==> config.mk <==
export PLATFORM = sky130hd
export DESIGN_NAME = adding_pipe
export DESIGN_NICKNAME = d
export VERILOG_FILES = /design/src/rtl/adding_pkg.sv /design/src/rtl/adding_lane.sv /design/src/rtl/adding_pipe.sv
export SDC_FILE = /design/constraint.sdc
export NUM_CORES = 1
export LEC_CHECK = 0
export ABC_AREA = 1
export BUFFER_PORTS_ARGS = -buffer_cell sky130_fd_sc_hd__buf_2
export CORE_AREA = 2 2 85 71
export CTS_CLUSTER_DIAMETER = 120
export DETAILED_ROUTE_END_ITERATION = 10
export DIE_AREA = 0 0 87 73
export GPL_ROUTABILITY_DRIVEN = 1
export PLACE_DENSITY = 0.7
export SLEW_MARGIN = 20
export SYNTH_ARGS = -nofsm -noshare
export SYNTH_HDL_FRONTEND = slang
export SYNTH_SLANG_ARGS = --single-unit
==> constraint.sdc <==
create_clock -name clk -period 1.5 [get_ports clk]
set_input_delay 0.3 -clock clk [delete_from_list [all_inputs] [get_ports clk]]
set_output_delay 0.3 -clock clk [all_outputs]
set_load 0.1 [all_outputs]
==> src/rtl/adding_pkg.sv <==
// Shared definitions for the multi-lane adding pipe: mode encodings and the lane adder helper.
package adding_pkg;

    localparam logic MODE_ADD = 1'b0;
    localparam logic MODE_ACC = 1'b1;

    // Widest lane the helper supports; callers zero-extend operands and truncate the result.
    localparam int LANE_MAX_W = 64;

    // Returns {carry, sum} for two unsigned operands; the carry lands at bit WIDTH of the caller's lane.
    function automatic logic [LANE_MAX_W:0] lane_add(input logic [LANE_MAX_W-1:0] x,
                                                     input logic [LANE_MAX_W-1:0] y);
        return {1'b0, x} + {1'b0, y};
    endfunction

endpackage

==> src/rtl/adding_lane.sv <==
// One lane of the adding pipe: adder, accumulator, optional saturation and output register.
// Saturation on carry-out is enabled by defining ADDING_PIPE_SAT_EN.
module adding_lane
    import adding_pkg::*;
#(
    parameter int WIDTH = 8
) (
    input  logic             clk,
    input  logic             rst,
    input  logic             accept_i,
    input  logic             mode_i,
    input  logic             clr_i,
    input  logic [WIDTH-1:0] a_i,
    input  logic [WIDTH-1:0] b_i,
    output logic [WIDTH-1:0] sum_o,
    output logic             carry_o
);

    typedef logic [WIDTH:0] full_t;

    logic [WIDTH-1:0] acc_q, acc_d;
    logic [WIDTH-1:0] sum_q, sum_d;
    logic             carry_q, carry_d;
    logic [WIDTH-1:0] acc_base;
    logic [WIDTH-1:0] op_b;
    logic [WIDTH-1:0] res;
    full_t            full;

    always_comb begin
        // A clear in the same cycle as an ACC accept takes effect before the add.
        acc_base = clr_i ? '0 : acc_q;
        op_b     = (mode_i == MODE_ACC) ? acc_base : b_i;
        full     = full_t'(lane_add(LANE_MAX_W'(a_i), LANE_MAX_W'(op_b)));
        res      = full[WIDTH-1:0];
`ifdef ADDING_PIPE_SAT_EN
        if (full[WIDTH]) begin
            res = '1;
        end
`else
`endif
        acc_d   = acc_base;
        sum_d   = sum_q;
        carry_d = carry_q;
        if (accept_i) begin
            sum_d   = res;
            carry_d = full[WIDTH];
            if (mode_i == MODE_ACC) begin
                acc_d = res;
            end
        end
    end

    always_ff @(posedge clk or posedge rst) begin
        if (rst) begin
            acc_q   <= '0;
            sum_q   <= '0;
            carry_q <= 1'b0;
        end else begin
            acc_q   <= acc_d;
            sum_q   <= sum_d;
            carry_q <= carry_d;
        end
    end

    assign sum_o   = sum_q;
    assign carry_o = carry_q;

endmodule

==> src/rtl/adding_pipe.sv <==
// Registered multi-lane adder with per-lane accumulate mode and valid/ready on both sides.
// Define ADDING_PIPE_SAT_EN to saturate lane results on carry-out instead of wrapping.
module adding_pipe
    import adding_pkg::*;
#(
    parameter int WIDTH    = 8,
    parameter int CHANNELS = 2
) (
    input  logic                      clk,
    input  logic                      rst,
    input  logic                      in_valid,
    output logic                      in_ready,
    input  logic                      mode,
    input  logic                      clr_acc,
    input  logic [CHANNELS*WIDTH-1:0] a,
    input  logic [CHANNELS*WIDTH-1:0] b,
    output logic                      out_valid,
    input  logic                      out_ready,
    output logic [CHANNELS*WIDTH-1:0] sum,
    output logic [CHANNELS-1:0]       carry
);

    logic out_valid_q, out_valid_d;
    logic accept;

    // A single output slot: free when empty or being drained this cycle.
    assign in_ready = !out_valid_q || out_ready;
    assign accept   = in_valid && in_ready;

    always_comb begin
        out_valid_d = out_valid_q;
        if (accept) begin
            out_valid_d = 1'b1;
        end else if (out_ready) begin
            out_valid_d = 1'b0;
        end
    end

    always_ff @(posedge clk or posedge rst) begin
        if (rst) begin
            out_valid_q <= 1'b0;
        end else begin
            out_valid_q <= out_valid_d;
        end
    end

    assign out_valid = out_valid_q;

    generate
        for (genvar gi = 0; gi < CHANNELS; gi++) begin : g_lane
            adding_lane #(
                .WIDTH(WIDTH)
            ) u_lane (
                .clk     (clk),
                .rst     (rst),
                .accept_i(accept),
                .mode_i  (mode),
                .clr_i   (clr_acc),
                .a_i     (a[gi*WIDTH +: WIDTH]),
                .b_i     (b[gi*WIDTH +: WIDTH]),
                .sum_o   (sum[gi*WIDTH +: WIDTH]),
                .carry_o (carry[gi])
            );
        end
    endgenerate

endmodule

Word level (Yosys, flattened, before mapping)
Index checks and enable logic that the tools add are counted.

word-level totals
  register bits after elaboration = 35
  bits of input ports = 38
  output and inout port bits = 20
  logic and storage cells = 23

cells by class
  $add $sub $neg = 2
  muxes and demuxes = 10
  reduce and logical (&&, ||, !) cells = 4

operators with widths
  operator             number
  $mux W8              8
  $add A8 B8 Y9        2
  $mux W1              2
  $reduce_bool A2 Y1   1
  $logic_and A1 B1 Y1  1
  $logic_not A1 Y1     1
  $logic_or A1 B1 Y1   1

Longest topological paths before layout
Gate-level depths: netlist of run 1.

  word-level depth = 5
  mapped depth = 14

By module
A second synthesis of run 1 with hierarchy kept.

second synthesis, totals
  cells, all modules = 325
  area, all modules = 2321.0 sq um

by module, submodules not included
  module       instances  cells each  area an instance (sq um)  seq. area each (sq um)
  adding_lane  2          159         1136.1                    425.4
  adding_pipe  1          7           48.8                      25.0

Least setup slack after synthesis of run 1
Ideal clock, no wire load.

  path type = register to register
  start = reg out_valid_q (netlist: out_valid)
  end = reg g_lane[0].u_lane.sum_q[2]
  setup time = 68 ps
  arrival time = 2162 ps
  setup slack = -729 ps
  cell stages (with the launch flop) = 7
  cell sequence = dfrtp_1 nand2_2 nand2_2 buf_6 buf_4 nand2_1 nand2_1

between the ends
  word-level cells in the longest chain between the ends = 3

ends and longest elaborated chain
  element                 line               text
  from (decl)             adding_pipe.sv:23  logic out_valid_q, out_valid_d;
  from (signal assigned)  adding_pipe.sv:43  out_valid_q <= out_valid_d;
  $logic_not A1 Y1        adding_pipe.sv:27  assign in_ready = !out_valid_q || out_ready;
  $logic_or A1 B1 Y1      adding_pipe.sv:27
  net in_ready            adding_pipe.sv:12  output logic in_ready,
  $logic_and A1 B1 Y1     adding_pipe.sv:28  assign accept = in_valid && in_ready;
  to (signal assigned)    adding_lane.sv:60  sum_q <= sum_d;
  to (decl)               adding_lane.sv:22  logic [WIDTH-1:0] sum_q, sum_d;

The timed path passes the listed nets, and every way through them passes these cells.
A chain may end at the register's enable or synchronous reset.

Worst setup path in the final report of run 1
  start = reg g_lane[1].u_lane.acc_q[0]
  end = reg g_lane[1].u_lane.acc_q[4]

between the ends
  word-level cells in the longest chain between the ends = 5

ends and longest elaborated chain
  element                        line               text
  from (decl)                    adding_lane.sv:21  logic [WIDTH-1:0] acc_q, acc_d;
  from (signal assigned)         adding_lane.sv:55  acc_q <= '0;
  from (signal assigned)         adding_lane.sv:59  acc_q <= acc_d;
  $mux W8                        adding_lane.sv:31  acc_base = clr_i ? '0 : acc_q;
  $mux W8                        adding_lane.sv:32  op_b = (mode_i == MODE_ACC) ? acc_base : b_i;
  $add A8 B8 Y9                  adding_pkg.sv:13   return {1'b0, x} + {1'b0, y};
  $mux W8                        adding_lane.sv:47  if (mode_i == MODE_ACC) begin
  $mux W8                        adding_lane.sv:44  if (accept_i) begin
  net g_lane[1].u_lane.acc_d[4]  adding_lane.sv:21

The timed path passes the listed nets, and every way through them passes these cells.

==> out/metrics.csv, run 1 <==
metric;value;unit
outcome;complete, but fails checks;
violations;negative setup slack;
rsz0062_at_grt;yes;
nets;486;
postRouteAntennaNets;0;
drt_iter0_drc;103;
grt_max_degree;21;
tightest_slew;0.568;ns
period_needed;1.79;ns
final_common_cell;nand2_1;
postSynthAreaPerCell;7.04;um2
routed_via_density;4.80;
grt_pass1_wl;10400;um
power.density;1130;nW/um2
portBuffers;57;
vias;2390;
final_hold_viol_count;0;
grt_pass1_vias;2289;
cp.buffers_inverters;2;
track_usage;21.2;%
floorplan.initialDensity;43.1;%
synth_seq_area_share;36.3;%
critPathArrivalTime;2.01;ns
rows;25;
dp_hpwl;4590;um
synth_nets;399;
synth_area;2410;um2
yosys.area.top_type_share;36.3;%
clockRootBuffer;clkbuf_8;
overflow;0;
slowest_stage;fa_2;
ios;58;
ys_types;22;
intPower;2020;uW
finalClockSkew;0.00889;ns
cts_made_buffers;5;
die_h;73;um
ys.warnings.count;0;
synthToLayoutAreaGrowth;44.1;%
clock-sinks;35;
gp_congestion;0.920;
setup_viol;28;
clk_pin_slew;0.08;ns
clockPowerShare;18.9;%
fillers;470;
crit_path_max_fanout;3;
drv_cap;0;
hold_class;input pin to async pin;
dpl-instance-area;3000;um2
num_antenna_cells;0;
dp.cells;480;
synth_area_leaders;dfrtp_1 (36%), nand2_1 (22%), ha_1 (8.3%);
endpoint_kind;register;
synth_top_area_cell;dfrtp_1;
timing.rr.start;g_lane[1].u_lane.acc_q[0]$_DFF_PP0_;
fin_crit_sh;119;%
drc;0;
switching_power;1900;uW
report.final.slew_viol_count;0;
die-area;6350;um2
worstSkewPairLatency;0.29;ns
post_drt_wl_per_cell;13.4;um
startpoint;g_lane[1].u_lane.acc_q[0]$_DFF_PP0_;
slew-limit-headroom;62.1;%
cts_max_path_buffers;2;
final_cell_mix;nand2_1 (119), buf_2 (55), inv_1 (38);
grt_antenna_before_repair;0;
max_freq;0.559;GHz
crit_path_cell_trace;inv_1 > nor2_2 > nand2_1 > nand2_1 > ha_2 > inv_2 > fa_2 > o21ai_2 > xor2_2 > nand2_1 > nand2_1;
die_w;87;um
htree_num_levels;2;
layout_setup_ws;-0.290;ns
syn_inst;343;
drt-total-wl;6660;um
crit_family;adder cells;
core;5600;um2
cts_tree;yes;
start_kind;register;
ys_seq_elements;35;
finalInstanceArea;3480;um2
drive_above_1_share;45.2;%
p_sw_share;48.4;%
critPathRequiredTime;1.72;ns
finalPower;3930;uW
combPwrFrac;51.1;%
fin_cells;498;
max_stage_delay;0.38;ns
p_leak;0.00189;uW
pwr-share-seq;30.0;%
dr.pass1.iters;4;
crit_top_cell;nand2_1;
peakVddDrop;543;uV
setup.worst_path.class;register to register;
cells in the mapped netlist, drive strengths merged:
cell and instances:
a21oi 6, buf 10, clkbuf 2, dfrtp 35
fa 2, ha 16, inv 50, nand2 149
nand3 22, nand4 2, nor2 23, o21ai 20
xnor2 4, xor2 2
layer usage:
metal  share of wire (%)  GRT usage (%)
met2                  47           33.8
met3                 5.0           3.85
met1                  47           29.5
met4                 1.2           6.25
met5                   0              0
through the flow:
| step | hold WS, ns | worst slack (ns) | setup TNS (ns) | utilization, % |
|---|---|---|---|---|
| after floorplan | 0.450 | -0.142 | -1.58 | - |
| after global placement | 0.371 | -0.404 | -9.55 | 53.7 |
| after detailed placement | 0.378 | -0.420 | -10.10 | 53.7 |
| after CTS | 0.0669 | -0.275 | -3.40 | 59.5 |
| after global routing | 0.0763 | -0.397 | -6.58 | 62.1 |
| final | 0.0480 | -0.290 | -3.77 | 62.1 |
flip-flops by register name, summed over array words and instances, names as in the netlist:
signal / flops
g_lane.u_lane.acc_q: 16
g_lane.u_lane.carry_o: 2
out_valid: 1
g_lane.u_lane.sum_o: 16
power groups by stage:
stage	Combinational (uW)	Clock [uW]	Sequential, uW
final	2000	742	1180
after global routing	2140	784	1200
after CTS	1920	744	1180
after detailed placement	1790	0	1190
after global placement	1770	0	1190
after floorplan	701	0	1920
worst reg2reg max path, cell delays in order, from the launching register on:
cell     delay [ns]
dfrtp_1        0.33
inv_1          0.04
nor2_2         0.09
nand2_1        0.06
nand2_1        0.07
ha_2           0.18
inv_2          0.04
fa_2           0.38
o21ai_2        0.18
xor2_2         0.18
nand2_1        0.09
nand2_1        0.08
cell type report:
type / instances / area [um2] / share of cell area [%]
clock buffer: 7 / 86.3 / 2.48
clock inverter: 1 / 5.00 / 0.144
sequential: 35 / 880 / 25.3
tap: 67 / 83.8 / 2.41
multi-input combinational: 246 / 1610 / 46.4
timing repair buffer: 92 / 611 / 17.5
inverter: 50 / 200 / 5.75
worst paths after layout:
check	slack (ns)	depth (start not counted)	end
worst max-delay path	-0.29	11	g_lane[1].u_lane.acc_q[4]$_DFF_PP0_
worst min-delay path	0.05	2	g_lane[0].u_lane.sum_o[1]$_DFFE_PP0P_
worst max register to register	-0.29	11	g_lane[1].u_lane.acc_q[4]$_DFF_PP0_
worst min register to register	0.47	2	g_lane[0].u_lane.carry_o$_DFFE_PP0P_
max in group asynchronous	0.94	3	g_lane[1].u_lane.acc_q[4]$_DFF_PP0_
min in group clk	0.34	4	out_valid$_DFFE_PP0P_
logic make-up after synthesis:
group	share of synthesized area (%)
compound gates	6.63
xor+xnor	2.18
simple gates	33.4
buf+inv	11.6
fa+ha+maj	9.95
flops	36.3
timing repair:
item,CTS,global route
resized for setup,38,30
hold buffers,0,0
gates cloned,0,0
setup buffers,6,4
pin swaps,24,21
setup endpoints to repair,30,30
No activity file was read; power rests on OpenSTA's default activity.
==> run 2: changes to the inputs <==
- ABC_AREA: 1 -> unset
- CAP_MARGIN: unset -> 40
- CORE_AREA: 2 2 85 71 -> 2 2 83 69
- DIE_AREA: 0 0 87 73 -> 0 0 85 71
- PLACE_DENSITY: 0.7 -> 0.71
==> run 2 against run 1 <==
The flow still finishes with violations (negative setup slack). Combinational power fell by 3%. Via count fell by 13%. Power fell by 2.7%. Sequential power barely moved. Critical path depth fell by 1. Largest power group unchanged.
==> out/metrics.csv, run 2 <==
metric;value;unit
gp_congestion;0.834;
synth_common_cells;nand2_1 (49), dfrtp_1 (35), o21ai_0 (21);
synth_area_leaders;dfrtp_1 (38%), ha_1 (8.8%), nand2_1 (8.1%);
synth_edf_count;0;
hold_class;input pin to async pin;
period_needed;2.12;ns
ys.warnings.count;0;
grt_pass1_wl;9600;um
drive_above_1_share;46.5;%
clk_pin_slew;0.08;ns
drv_cap;0;
floorplan.initialDensity;43.5;%
outcome;complete, but fails checks;
dp_hpwl;4280;um
cts_made_buffers;5;
violations;negative setup slack;
critPathArrivalTime;2.30;ns
final_cell_mix;buf_2 (54), nand2_1 (49), buf_4 (39);
p_leak;0.00165;uW
finalClockSkew;0.0132;ns
start_kind;register;
portBuffers;57;
grt_antenna_before_repair;0;
critPathRequiredTime;1.69;ns
drc;0;
routed_via_density;5.03;
dp.cells;398;
slew-limit-headroom;67.0;%
fillers;444;
power.density;1180;nW/um2
endpoint_kind;register;
max_freq;0.473;GHz
synth_top_area_cell;dfrtp_1;
dr.pass1.iters;4;
die_w;85;um
overflow;0;
rsz0062_at_grt;yes;
rows;24;
num_antenna_cells;0;
vias;2069;
tns;-11.85;ns
utilization;61.8;%
grt_pass1_vias;2016;
clock-sinks;35;
setup_viol;30;
fin_crit_sh;141;%
synth.most_common_cell;nand2_1;
drt-total-wl;5850;um
ys_types;38;
postSynthAreaPerCell;9.13;um2
synth_flop_cell;dfrtp_1;
setup.worst_path.class;register to register;
die_h;71;um
peakVddDrop;796;uV
synth_seq_area_share;38.4;%
synth_nets;306;
drt_iter0_drc;124;
ios;58;
fin_cells;411;
final_hold_viol_count;0;
report.final.slew_viol_count;0;
ys_seq_elements;35;
layout_setup_ws;-0.616;ns
grt_max_degree;36;
cts_max_path_buffers;2;
crit_path_max_fanout;2;
async_flop_share;100;%
synthToLayoutAreaGrowth;42.2;%
track_usage;20.2;%
core;5260;um2
synth_area;2280;um2
htree_num_levels;2;
cts_tree;yes;
post_drt_wl_per_cell;14.2;um
postRouteAntennaNets;0;
tightest_slew;0.499;ns
die-area;6040;um2
clockRootBuffer;clkbuf_8;
syn_inst;250;
worstSkewPairLatency;0.30;ns
yosys.area.top_type_share;38.4;%
final_common_cell;buf_2;
hold_buffers;0;
nets;401;
==> run 2: cell families after synthesis <==
| logic type | count (synthesis) | share of synthesized area, % |
|---|---|---|
| AOI/OAI and AO/OA | 57 | 15.6 |
| xor gates and xnor gates | 6 | 2.30 |
| DFF | 35 | 38.4 |
| adders and majority gates | 18 | 10.5 |
| and+or+nand+nor | 91 | 20.1 |
| muxes | 17 | 8.27 |
| buffers and inverters | 26 | 4.88 |
==> run 2: per-layer routing <==
layer,routed length [um],up-vias,track usage [%]
met4,50,0,4.23
met5,0,-,0
li1,-,1032,-
met2,2610,51,29.9
met3,263,7,4.20
met1,2920,979,30.6
==> run 2: report_power, final <==
group	internal (uW)	switching, uW	total (uW)	leakage (uW)
clock network	325	370	695	0.0000412
logic	586	1360	1950	0.00117
registers	1100	75.4	1180	0.000441
total	2010	1810	3820	0.00165
==> run 2: metrics by stage <==
stage | hold slack (ns) | power, uW | instance area, um2 | worst slack, ns
floorplan | 0.408 | 2620 | 2440 | -0.635
global placement | 0.424 | 2990 | 2980 | -0.875
detailed placement | 0.432 | 3010 | 2980 | -0.885
CTS | 0.109 | 3780 | 3180 | -0.611
global route | 0.147 | 4010 | 3250 | -0.774
finish | 0.0812 | 3820 | 3250 | -0.616
==> run 2: final cells by class <==
type / count / area, um2 / share of cell area, %
clock buffer: 6 / 72.6 / 2.23
clock inverter: 2 / 12.5 / 0.385
inverter: 14 / 52.6 / 1.62
multi-input combinational: 189 / 1500 / 46.3
sequential: 35 / 880 / 27.1
tap: 65 / 81.3 / 2.50
timing repair buffer: 100 / 647 / 19.9
==> run 2: final timing paths <==
kind	slack (ns)	startpoint	cells after the start	end
min reg2reg	0.47	g_lane[0].u_lane.sum_o[4]$_DFFE_PP0P_	2	g_lane[0].u_lane.sum_o[4]$_DFFE_PP0P_
max reg2reg	-0.62	g_lane[1].u_lane.acc_q[0]$_DFF_PP0_	10	g_lane[1].u_lane.acc_q[6]$_DFF_PP0_
max	-0.62	g_lane[1].u_lane.acc_q[0]$_DFF_PP0_	10	g_lane[1].u_lane.acc_q[6]$_DFF_PP0_
min in group clk	0.25	in_valid	2	out_valid$_DFFE_PP0P_
max in group asynchronous	1.07	rst	3	out_valid$_DFFE_PP0P_
min	0.08	rst	3	g_lane[0].u_lane.sum_o[7]$_DFFE_PP0P_
==> run 2: what timing repair did <==
| action | CTS | global route |
|---|---|---|
| resized for setup | 26 | 12 |
| pin swaps | 28 | 10 |
| buffers inserted | 3 | 2 |
| setup endpoints to repair | 30 | 30 |
==> run 2: critical path, cell delays in order (launching register included) <==
cell      delay [ns]
dfrtp_1         0.37
nand2b_4        0.06
mux2i_1         0.13
ha_2            0.23
inv_2           0.05
fa_2            0.39
nor2b_4         0.13
o31a_1          0.16
o31a_1          0.16
a21oi_2         0.05
mux2_4          0.26
==> run 3: changes to the inputs <==
- BUFFER_PORTS_ARGS: -buffer_cell sky130_fd_sc_hd__buf_2 -> unset
- CELL_PAD_IN_SITES_DETAIL_PLACEMENT: unset -> 1
- CELL_PAD_IN_SITES_GLOBAL_PLACEMENT: unset -> 1
- CORE_AREA: 2 2 83 69 -> 2 2 85 71
- DIE_AREA: 0 0 85 71 -> 0 0 87 73
- DONT_BUFFER_PORTS: unset -> 1
- PLACE_DENSITY: 0.71 -> unset
- PLACE_DENSITY_LB_ADDON: unset -> 0.1
==> run 3 against run 2 <==
The run ends with negative hold slack, negative setup slack left. Global-route usage increased by 0.59 points. Design area decreased by 2.0%. Critical endpoint is now g_lane[1].u_lane.carry_o$_DFFE_PP0P_. Critical path type unchanged. Sequential share of layout area increased by 0.55 points. Power increased by 7.6%. Routed wire length increased by 13%. First-iteration DRC count decreased by 63%. Hold slack got worse by 0.087 ns. Sequential power about the same. Clock skew decreased by 0.0046 ns. Via count decreased by 4.9%. Clock-buffer cell count unchanged.
==> out/metrics.csv, run 3 (synthesis gave the netlist of run 2 again) <==
metric;value;unit
outcome;complete, but fails checks;
violations;negative hold slack, negative setup slack;
tns;-12.52;ns
drt-total-wl;6590;um
start_kind;register;
grt_pass1_wl;9990;um
cts_max_path_buffers;2;
nets;361;
drv_cap;0;
die_h;73;um
final_hold_viol_count;25;
rr_endpoint;g_lane[1].u_lane.carry_o$_DFFE_PP0P_;
grt_pass1_vias;1997;
max_freq;0.441;GHz
layout_setup_ws;-0.767;ns
drive_above_1_share;41.8;%
clk_pin_slew;0.08;ns
core;5600;um2
routed_via_density;5.28;
postRouteAntennaNets;0;
clock-sinks;35;
final_common_cell;buf_4;
utilization;56.8;%
gp_congestion;0.795;
worstSkewPairLatency;0.30;ns
die_w;87;um
peakVddDrop;846;uV
critPathRequiredTime;1.67;ns
synthToLayoutAreaGrowth;39.4;%
slew-limit-headroom;70.0;%
switching_power;1810;uW
rows;25;
rsz0062_at_grt;yes;
power.density;1290;nW/um2
overflow;0;
drc;0;
endpoint_kind;register;
final_cell_mix;buf_4 (53), nand2_1 (49), dfrtp_1 (34);
ios;58;
portBuffers;0;
timing.rr.start;g_lane[1].u_lane.acc_q[1]$_DFF_PP0_;
tightest_slew;0.450;ns
period_needed;2.27;ns
finalClockSkew;0.00866;ns
floorplan.initialDensity;40.8;%
track_usage;20.8;%
grt_max_degree;36;
reg2reg_slack;-0.77;ns
cts_made_buffers;5;
report.final.slew_viol_count;0;
setup_viol;30;
r2r_cells;9;
num_antenna_cells;0;
hold_buffers;0;
htree_num_levels;2;
die-area;6350;um2
dr.pass1.iters;4;
crit_path_max_fanout;3;
drt_iter0_drc;46;
finalInstanceArea;3180;um2
grt_antenna_before_repair;0;
setup.worst_path.class;register to register;
cts_tree;yes;
p_sw_share;44.0;%
whs;-0.00588;ns
post_drt_wl_per_cell;17.7;um
combPwrFrac;49.5;%
fin_crit_sh;151;%
vias;1968;
dp_hpwl;4490;um
critPathArrivalTime;2.44;ns
p_leak;0.00153;uW
hold_class;input pin to async pin;
clockPowerShare;22.0;%
pwr-share-seq;28.4;%
dpl-instance-area;2780;um2
clockRootBuffer;clkbuf_8;
intPower;2300;uW
-- run 3: changes by cell type in the layout (fill, tap and decap cells not counted), moves of 2 or more --
| cell | previous run | this run |
|---|---|---|
| o21ai_1 | 14 | 16 |
| a21oi_2 | 6 | 9 |
| a21oi_1 | 5 | 2 |
| buf_2 | 54 | 0 |
| buf_4 | 39 | 53 |
-- run 3: worst max path at each step --
stage | depth (start not counted) | from | end | slack [ns]
after detailed placement | 10 | clr_acc | g_lane[0].u_lane.acc_q[6]$_DFF_PP0_ | -0.66
after global placement | 10 | clr_acc | g_lane[1].u_lane.acc_q[6]$_DFF_PP0_ | -0.59
final | 9 | g_lane[1].u_lane.acc_q[1]$_DFF_PP0_ | g_lane[1].u_lane.carry_o$_DFFE_PP0P_ | -0.77
after global routing | 9 | g_lane[1].u_lane.acc_q[1]$_DFF_PP0_ | g_lane[1].u_lane.carry_o$_DFFE_PP0P_ | -0.84
after CTS | 10 | g_lane[1].u_lane.acc_q[0]$_DFF_PP0_ | g_lane[1].u_lane.acc_q[6]$_DFF_PP0_ | -0.67
after floorplan | 11 | clr_acc | g_lane[0].u_lane.acc_q[6]$_DFF_PP0_ | -0.64
-- run 3: final cells by class --
type / count / area (um2)
inverter: 14 / 52.6
clock buffer: 6 / 82.6
fill: 634 / 2420
tap: 67 / 83.8
clock inverter: 2 / 35.0
sequential: 35 / 880
multi-input combinational: 189 / 1560
timing repair buffer: 60 / 485
-- run 3: metrics by stage --
step | cells | setup WS (ns) | power (uW)
3_3_place_gp | 354 | -0.590 | 3010
5_1_grt | 373 | -0.836 | 4290
2_1_floorplan | 250 | -0.635 | 2620
6_report | 373 | -0.767 | 4110
4_1_cts | 366 | -0.667 | 4020
3_5_place_dp | 354 | -0.664 | 3030
-- run 3: routing by layer --
metal | vias up | GRT usage [%] | routed length (um) | part of all wire [%]
met5 | - | 0 | 0 | 0
met4 | 0 | 5.73 | 75 | 1.1
met3 | 7 | 6.33 | 347 | 5.3
met2 | 40 | 32.2 | 3060 | 46
met1 | 966 | 28.3 | 3110 | 47
li1 | 955 | - | - | -
-- run 3: what timing repair did --
| item | CTS | global route |
|---|---|---|
| buffers inserted | 4 | 9 |
| resized for setup | 22 | 25 |
| setup endpoints to repair | 30 | 30 |
| pin swaps | 20 | 21 |
-- run 3: critical path, stage by stage (launching register included) --
cell and delay [ns]:
dfrtp_1 0.38, nor2b_4 0.12, mux2_4 0.28, inv_2 0.07
fa_2 0.23, nor2b_4 0.05, o31a_1 0.34, o31a_1 0.35
o21ai_1 0.20, a21oi_1 0.12
-- run 3: power groups by stage --
stage | clock [uW] | combinational, uW | sequential (uW)
floorplan | 0 | 679 | 1940
global placement | 0 | 1830 | 1180
detailed placement | 0 | 1850 | 1180
CTS | 926 | 1930 | 1170
global route | 960 | 2150 | 1180
finish | 905 | 2040 | 1170
